===== config.mk =====
export PLATFORM = sky130hd
export DESIGN_NAME = ooo_mem_arbiter_flat
export DESIGN_NICKNAME = d
export VERILOG_FILES = /design/src/rtl/rv32i_types_pkg.sv /design/src/rtl/generic_bus_if.sv /design/src/rtl/ooo_mem_arbiter.sv /design/src/flat_wrapper.sv
export SDC_FILE = /design/constraint.sdc
export NUM_CORES = 1
export LEC_CHECK = 0
export CAP_MARGIN = 20
export CORE_AREA = 5 5 119 121
export CTS_CLUSTER_DIAMETER = 200
export DETAILED_ROUTE_END_ITERATION = 12
export DIE_AREA = 0 0 124 126
export PLACE_DENSITY = 0.55
export SLEW_MARGIN = 10
export SYNTH_ARGS = -nofsm -noshare
export SYNTH_HDL_FRONTEND = slang
export SYNTH_SLANG_ARGS = --single-unit

===== constraint.sdc =====
create_clock -name CLK -period 1.9 [get_ports CLK]
set_clock_uncertainty 0.2 [all_clocks]
set_input_delay 0.57 -clock CLK [delete_from_list [all_inputs] [get_ports CLK]]
set_output_delay 0.57 -clock CLK [all_outputs]
set_load 0.01 [all_outputs]

===== src/rtl/rv32i_types_pkg.sv =====
// Shared types and constants for the memory-side arbitration logic.
package rv32i_types_pkg;

  typedef enum logic [1:0] {
    IDLE    = 2'd0,
    SERVE_I = 2'd1,
    SERVE_D = 2'd2
  } arbiter_state_t;

  localparam int ARB_STARVE_LIMIT = 2;
  localparam logic [3:0] FULL_WORD_BE = 4'b1111;

endpackage


===== src/rtl/generic_bus_if.sv =====
// Simple word bus: the master drives request fields, the slave answers with busy/rdata.
interface generic_bus_if;

  logic        ren;
  logic        wen;
  logic        busy;
  logic [31:0] addr;
  logic [31:0] wdata;
  logic [31:0] rdata;
  logic [3:0]  byte_en;

  modport generic_bus (
    input  ren, wen, addr, wdata, byte_en,
    output busy, rdata
  );

  modport cpu (
    output ren, wen, addr, wdata, byte_en,
    input  busy, rdata
  );

endinterface


===== src/rtl/ooo_mem_arbiter.sv =====
// Two-requester (fetch / data) arbiter onto one shared memory bus.
// Data wins ties until fetch has waited STARVE_LIMIT consecutive data grants.
module ooo_mem_arbiter
  import rv32i_types_pkg::*;
#(
  parameter int STARVE_LIMIT = ARB_STARVE_LIMIT
) (
  input  logic           CLK,
  input  logic           RST,
  generic_bus_if.generic_bus igen_bus_if,
  generic_bus_if.generic_bus dgen_bus_if,
  generic_bus_if.cpu     mem_gen_bus_if,
  output arbiter_state_t grant_state
);

  localparam logic [1:0] LIMIT = 2'(STARVE_LIMIT);

  arbiter_state_t state_reg;
  logic [1:0]     starve_cnt_reg;
  logic           i_req;
  logic           d_req;

  assign i_req = igen_bus_if.ren;
  assign d_req = dgen_bus_if.ren | dgen_bus_if.wen;

  // Fetch is read-only; its write-side fields are deliberately ignored.
  logic unused_igen;
  assign unused_igen = ^{igen_bus_if.wen, igen_bus_if.wdata, igen_bus_if.byte_en};

  always_ff @(posedge CLK) begin
    if (RST) begin
      state_reg      <= IDLE;
      starve_cnt_reg <= 2'd0;
    end else begin
      case (state_reg)
        IDLE: begin
          if (d_req && (!i_req || starve_cnt_reg < LIMIT)) begin
            state_reg <= SERVE_D;
            if (i_req && starve_cnt_reg < LIMIT)
              starve_cnt_reg <= starve_cnt_reg + 2'd1;
          end else if (i_req) begin
            state_reg      <= SERVE_I;
            starve_cnt_reg <= 2'd0;
          end
        end
        // Completion or withdrawal both return to IDLE, leaving a one-cycle bubble.
        SERVE_I: if (!i_req || !mem_gen_bus_if.busy) state_reg <= IDLE;
        SERVE_D: if (!d_req || !mem_gen_bus_if.busy) state_reg <= IDLE;
        default: state_reg <= IDLE;
      endcase
    end
  end

  assign grant_state = state_reg;

  assign igen_bus_if.rdata = mem_gen_bus_if.rdata;
  assign dgen_bus_if.rdata = mem_gen_bus_if.rdata;

  always_comb begin
    mem_gen_bus_if.ren     = 1'b0;
    mem_gen_bus_if.wen     = 1'b0;
    mem_gen_bus_if.addr    = '0;
    mem_gen_bus_if.wdata   = '0;
    mem_gen_bus_if.byte_en = '0;
    igen_bus_if.busy       = 1'b1;
    dgen_bus_if.busy       = 1'b1;
    case (state_reg)
      SERVE_I: begin
        mem_gen_bus_if.ren     = igen_bus_if.ren;
        mem_gen_bus_if.addr    = igen_bus_if.addr;
        mem_gen_bus_if.byte_en = FULL_WORD_BE;
        igen_bus_if.busy       = mem_gen_bus_if.busy;
      end
      SERVE_D: begin
        mem_gen_bus_if.ren     = dgen_bus_if.ren;
        mem_gen_bus_if.wen     = dgen_bus_if.wen;
        mem_gen_bus_if.addr    = dgen_bus_if.addr;
        mem_gen_bus_if.wdata   = dgen_bus_if.wdata;
        mem_gen_bus_if.byte_en = dgen_bus_if.byte_en;
        dgen_bus_if.busy       = mem_gen_bus_if.busy;
      end
      default: ;
    endcase
  end

endmodule


===== src/flat_wrapper.sv =====
// flat-port wrapper written by rule: the top's interface ports become plain ports
module ooo_mem_arbiter_flat import rv32i_types_pkg::*;
#(
  parameter int STARVE_LIMIT = ARB_STARVE_LIMIT
)
  (CLK, RST, grant_state, igen_bus_if_ren, igen_bus_if_wen, igen_bus_if_addr, igen_bus_if_wdata, igen_bus_if_byte_en, igen_bus_if_busy, igen_bus_if_rdata, dgen_bus_if_ren, dgen_bus_if_wen, dgen_bus_if_addr, dgen_bus_if_wdata, dgen_bus_if_byte_en, dgen_bus_if_busy, dgen_bus_if_rdata, mem_gen_bus_if_ren, mem_gen_bus_if_wen, mem_gen_bus_if_addr, mem_gen_bus_if_wdata, mem_gen_bus_if_byte_en, mem_gen_bus_if_busy, mem_gen_bus_if_rdata);
  generic_bus_if igen_bus_if_i ();
  generic_bus_if dgen_bus_if_i ();
  generic_bus_if mem_gen_bus_if_i ();
  input  logic CLK;
  input  logic RST;
  output arbiter_state_t grant_state;
  input wire logic [$bits(igen_bus_if_i.ren)-1:0] igen_bus_if_ren;
  input wire logic [$bits(igen_bus_if_i.wen)-1:0] igen_bus_if_wen;
  input wire logic [$bits(igen_bus_if_i.addr)-1:0] igen_bus_if_addr;
  input wire logic [$bits(igen_bus_if_i.wdata)-1:0] igen_bus_if_wdata;
  input wire logic [$bits(igen_bus_if_i.byte_en)-1:0] igen_bus_if_byte_en;
  output wire logic [$bits(igen_bus_if_i.busy)-1:0] igen_bus_if_busy;
  output wire logic [$bits(igen_bus_if_i.rdata)-1:0] igen_bus_if_rdata;
  input wire logic [$bits(dgen_bus_if_i.ren)-1:0] dgen_bus_if_ren;
  input wire logic [$bits(dgen_bus_if_i.wen)-1:0] dgen_bus_if_wen;
  input wire logic [$bits(dgen_bus_if_i.addr)-1:0] dgen_bus_if_addr;
  input wire logic [$bits(dgen_bus_if_i.wdata)-1:0] dgen_bus_if_wdata;
  input wire logic [$bits(dgen_bus_if_i.byte_en)-1:0] dgen_bus_if_byte_en;
  output wire logic [$bits(dgen_bus_if_i.busy)-1:0] dgen_bus_if_busy;
  output wire logic [$bits(dgen_bus_if_i.rdata)-1:0] dgen_bus_if_rdata;
  output wire logic [$bits(mem_gen_bus_if_i.ren)-1:0] mem_gen_bus_if_ren;
  output wire logic [$bits(mem_gen_bus_if_i.wen)-1:0] mem_gen_bus_if_wen;
  output wire logic [$bits(mem_gen_bus_if_i.addr)-1:0] mem_gen_bus_if_addr;
  output wire logic [$bits(mem_gen_bus_if_i.wdata)-1:0] mem_gen_bus_if_wdata;
  output wire logic [$bits(mem_gen_bus_if_i.byte_en)-1:0] mem_gen_bus_if_byte_en;
  input wire logic [$bits(mem_gen_bus_if_i.busy)-1:0] mem_gen_bus_if_busy;
  input wire logic [$bits(mem_gen_bus_if_i.rdata)-1:0] mem_gen_bus_if_rdata;
  assign igen_bus_if_i.ren = igen_bus_if_ren;
  assign igen_bus_if_i.wen = igen_bus_if_wen;
  assign igen_bus_if_i.addr = igen_bus_if_addr;
  assign igen_bus_if_i.wdata = igen_bus_if_wdata;
  assign igen_bus_if_i.byte_en = igen_bus_if_byte_en;
  assign igen_bus_if_busy = igen_bus_if_i.busy;
  assign igen_bus_if_rdata = igen_bus_if_i.rdata;
  assign dgen_bus_if_i.ren = dgen_bus_if_ren;
  assign dgen_bus_if_i.wen = dgen_bus_if_wen;
  assign dgen_bus_if_i.addr = dgen_bus_if_addr;
  assign dgen_bus_if_i.wdata = dgen_bus_if_wdata;
  assign dgen_bus_if_i.byte_en = dgen_bus_if_byte_en;
  assign dgen_bus_if_busy = dgen_bus_if_i.busy;
  assign dgen_bus_if_rdata = dgen_bus_if_i.rdata;
  assign mem_gen_bus_if_ren = mem_gen_bus_if_i.ren;
  assign mem_gen_bus_if_wen = mem_gen_bus_if_i.wen;
  assign mem_gen_bus_if_addr = mem_gen_bus_if_i.addr;
  assign mem_gen_bus_if_wdata = mem_gen_bus_if_i.wdata;
  assign mem_gen_bus_if_byte_en = mem_gen_bus_if_i.byte_en;
  assign mem_gen_bus_if_i.busy = mem_gen_bus_if_busy;
  assign mem_gen_bus_if_i.rdata = mem_gen_bus_if_rdata;
  ooo_mem_arbiter #(.STARVE_LIMIT(STARVE_LIMIT)) u_core (.CLK(CLK), .RST(RST), .igen_bus_if(igen_bus_if_i), .dgen_bus_if(dgen_bus_if_i), .mem_gen_bus_if(mem_gen_bus_if_i), .grant_state(grant_state));
endmodule

==> impl_results.md <==
- # diodes: 0
- Final net count: between 500 and 600
- Synth Instances: roughly 220
- CTS H-Tree Depth: 1
- Num CTS Buffers: 3
- Data required time of the worst path: between 1 and 1.5 ns
- Worst-case vdd ir drop: between 150 and 200 uV
- Total number of vias: 2,018
- CTS sink count: 4
- Routability-driven placement congestion ratio: about 0.7
- Total core area: 0.0130 mm2
- Number of max-cap violations: 0
- Post-synthesis sequential area ratio: 0.0529
- Count leader, synth: buf_4
- Kind of critical path: flip-flop to output port
- LEAKAGE: around 0.0015 uW
- Port Buffers: around 180
- Largest area contributor in the netlist: buf_4
- Setup ws final: -0.348 ns
- Status: complete, but fails checks
- Pin count of the biggest net entering global routing: 21
- Power per cell area: around 440 mW/mm2
- Area contributors post-synth: buf_4 32%, a22oi_1 16%, nor2b_1 15%
- Reg2Reg Depth: 9
- Share of the synthesized area in the top cell type: 0.317
- Die area: between 0.015 and 0.02 mm2
- Critical R2R Capture: u_core.grant_state[1]
- Initial Util: 0.117
- Root Driver: clkbuf_16
- I/O pin count: between 300 and 400
- Global route overflow: 0
- Crit Path Max Fanout: 8
- Warnings from Yosys: 0
- Int Power: 1130 uW
- Least-Margin Pin Slew: roughly 0.24 ns
- Switching share of power: 0.319
- Routed wire length: 8740 um
- Ys flop type: dfxtp_1
- CP startpoint: u_core.grant_state[0]
- Mapped Avg Cell Area: around 7 um2
- Reg2Reg Setup Slack: 0.06 ns
- Max Freq: 445 MHz
- Critical Path Sink Type: output port
- Async S/R FF share, synth: 0
- Vias in the first global route: between 2,000 and 2,500
- Layout cell share with drive strength beyond 1: 0.593
- Post-detail-place hpwl: between 5000 and 6000 um
- Synthesized Nets: 396
- Final core utilization: 0.293
- Commonest cells in the netlist: 64 x buf_4, 37 x nor2b_1, 33 x a22oi_1, 33 x and2_1, 12 x clkbuf_1
- First-pass GRT wire length: approximately 12,000 um
- Rows: 42
- ANT nets after route: 0
- # hold bufs at CTS: 0
- R2R Path Start: u_core.grant_state[0]
- CTS tree: done
- Worst EP arrival: ~1.5 ns
- Iter 0 DRT Violations: 55
- Failing checks: setup timing
- Clk Latency, worst-skew pair: 0.22 ns
- Max clock buf depth: 2
- Die width: ~120 um
- Clock transition at path regs: approximately 0.03 ns
- Setup WS pre-CTS: -0.681 ns
- Slew Limit Fails: 0
- Count of state elements after synthesis: 4
- Total GRT Usage: 0.101
- Cell Area, Synth: 0.00151 mm2
- Hold Path Class: flip-flop to flip-flop
- RSZ-0062 raised after global routing: true
- Period utilisation layout: 1.18
- DR pass1 iterations: 4
- Worst Setup EP: mem_gen_bus_if_addr[8]
- Clk pwr share: 0.201
- Wire per inst: between 15 and 20 um
- Setup-failing EPs final: 72
- Crit path time final: 2.25 ns
- Slew headroom: 0.838
- Crit start category: flip-flop
- DRC Markers: 0
- Netlist cell types: 23
- Vias/cell: ~3.8
- Combinational Power Share: 0.738
- Initial antenna violation count: 0
- Area Growth Syn to Fin: 151%
- Seq pwr share: 0.061
- Die Y: about 130 um
- Post-synth EDFFs: 0
- Psw: 532 uW
- Final Hold Vio Count: 0
repair_timing:
action / CTS / global route
endpoints found under the setup margin: 77 / 74
gates cloned: 8 / 3
pin swaps: 21 / 17
gates resized for setup: 331 / 31
buffers inserted: 10 / 4
per-stage QoR:
step | total power (uW) | std cells | hold WS [ns] | setup TNS [ns] | cell area (um2)
3_5_place_dp | 1120 | 510 | 0.252 | -44.25 | 3480
6_report | 1660 | 535 | 0.256 | -19.33 | 3800
3_3_place_gp | 1110 | 510 | 0.248 | -43.92 | 3480
4_1_cts | 1620 | 531 | 0.258 | -20.05 | 3630
2_1_floorplan | 713 | 217 | 0.239 | 0 | 1930
5_1_grt | 1760 | 535 | 0.305 | -23.01 | 3800
worst max-delay path, stage by stage (launching register included):
cell and delay (ns):
dfxtp_4 0.35, inv_4 0.05, ha_4 0.17, buf_12 0.15, buf_12 0.15, a22oi_2 0.18
nor2b_2 0.05, buf_2 0.14
cell usage in the layout (no fill, tap or decap), types with 4 or more instances in the layout:
master and instances:
buf_12 9, nand2_1 5, clkbuf_16 6, clkdlybuf4s50_1 99, buf_4 15, buf_16 6
and2_4 12, nor2b_2 35, buf_6 21, a22oi_2 33, and2_1 21, buf_2 57
ha_4 4
cell families (layout without fill, tap and decap cells):
group / Yosys count / in the layout / share of synthesized area
AOI/OAI and AO/OA: 44 / 44 / 0.212
adders and majority gates: 4 / 4 / 0.0331
DFF: 4 / 4 / 0.0529
buffers and inverters: 81 / 223 / 0.360
and+or+nand+nor: 84 / 84 / 0.343
power by group through the flow:
stage          clock [uW]  sequential, uW  combinational, uW
2_1_floorplan           0             103                610
3_3_place_gp            0             104               1000
3_5_place_dp            0             104               1010
4_1_cts               342             101               1180
5_1_grt               349             103               1310
6_report              335             102               1230
worst min path at each step:
stage	slack, ns	from	depth (start not counted)	to
5_1_grt	0.30	u_core.starve_cnt_reg[0]	2	u_core.starve_cnt_reg[0]
6_report	0.26	u_core.starve_cnt_reg[0]	2	u_core.starve_cnt_reg[0]
4_1_cts	0.26	u_core.starve_cnt_reg[0]	2	u_core.starve_cnt_reg[0]
2_1_floorplan	0.24	u_core.starve_cnt_reg[0]	2	u_core.starve_cnt_reg[0]
3_3_place_gp	0.25	u_core.starve_cnt_reg[0]	2	u_core.starve_cnt_reg[0]
3_5_place_dp	0.25	u_core.starve_cnt_reg[0]	2	u_core.starve_cnt_reg[0]
per-layer routing:
layer  track usage  vias to the layer above  part of all wire
li1              -                      957                 -
met3        0.0238                       27             0.080
met2         0.188                       88              0.52
met1         0.112                      946              0.38
met5             0                        -                 0
met4        0.0284                        0             0.019
area by class of cell:
cell class                 instances  area, um2
sequential                         4       87.6
fill                            1408       9180
clock buffer                       4       78.8
tap                              176        220
multi-input combinational        132       1270
inverter                           2       15.0
timing repair buffer             217       2120
No activity file was read; power rests on OpenSTA's default activity.
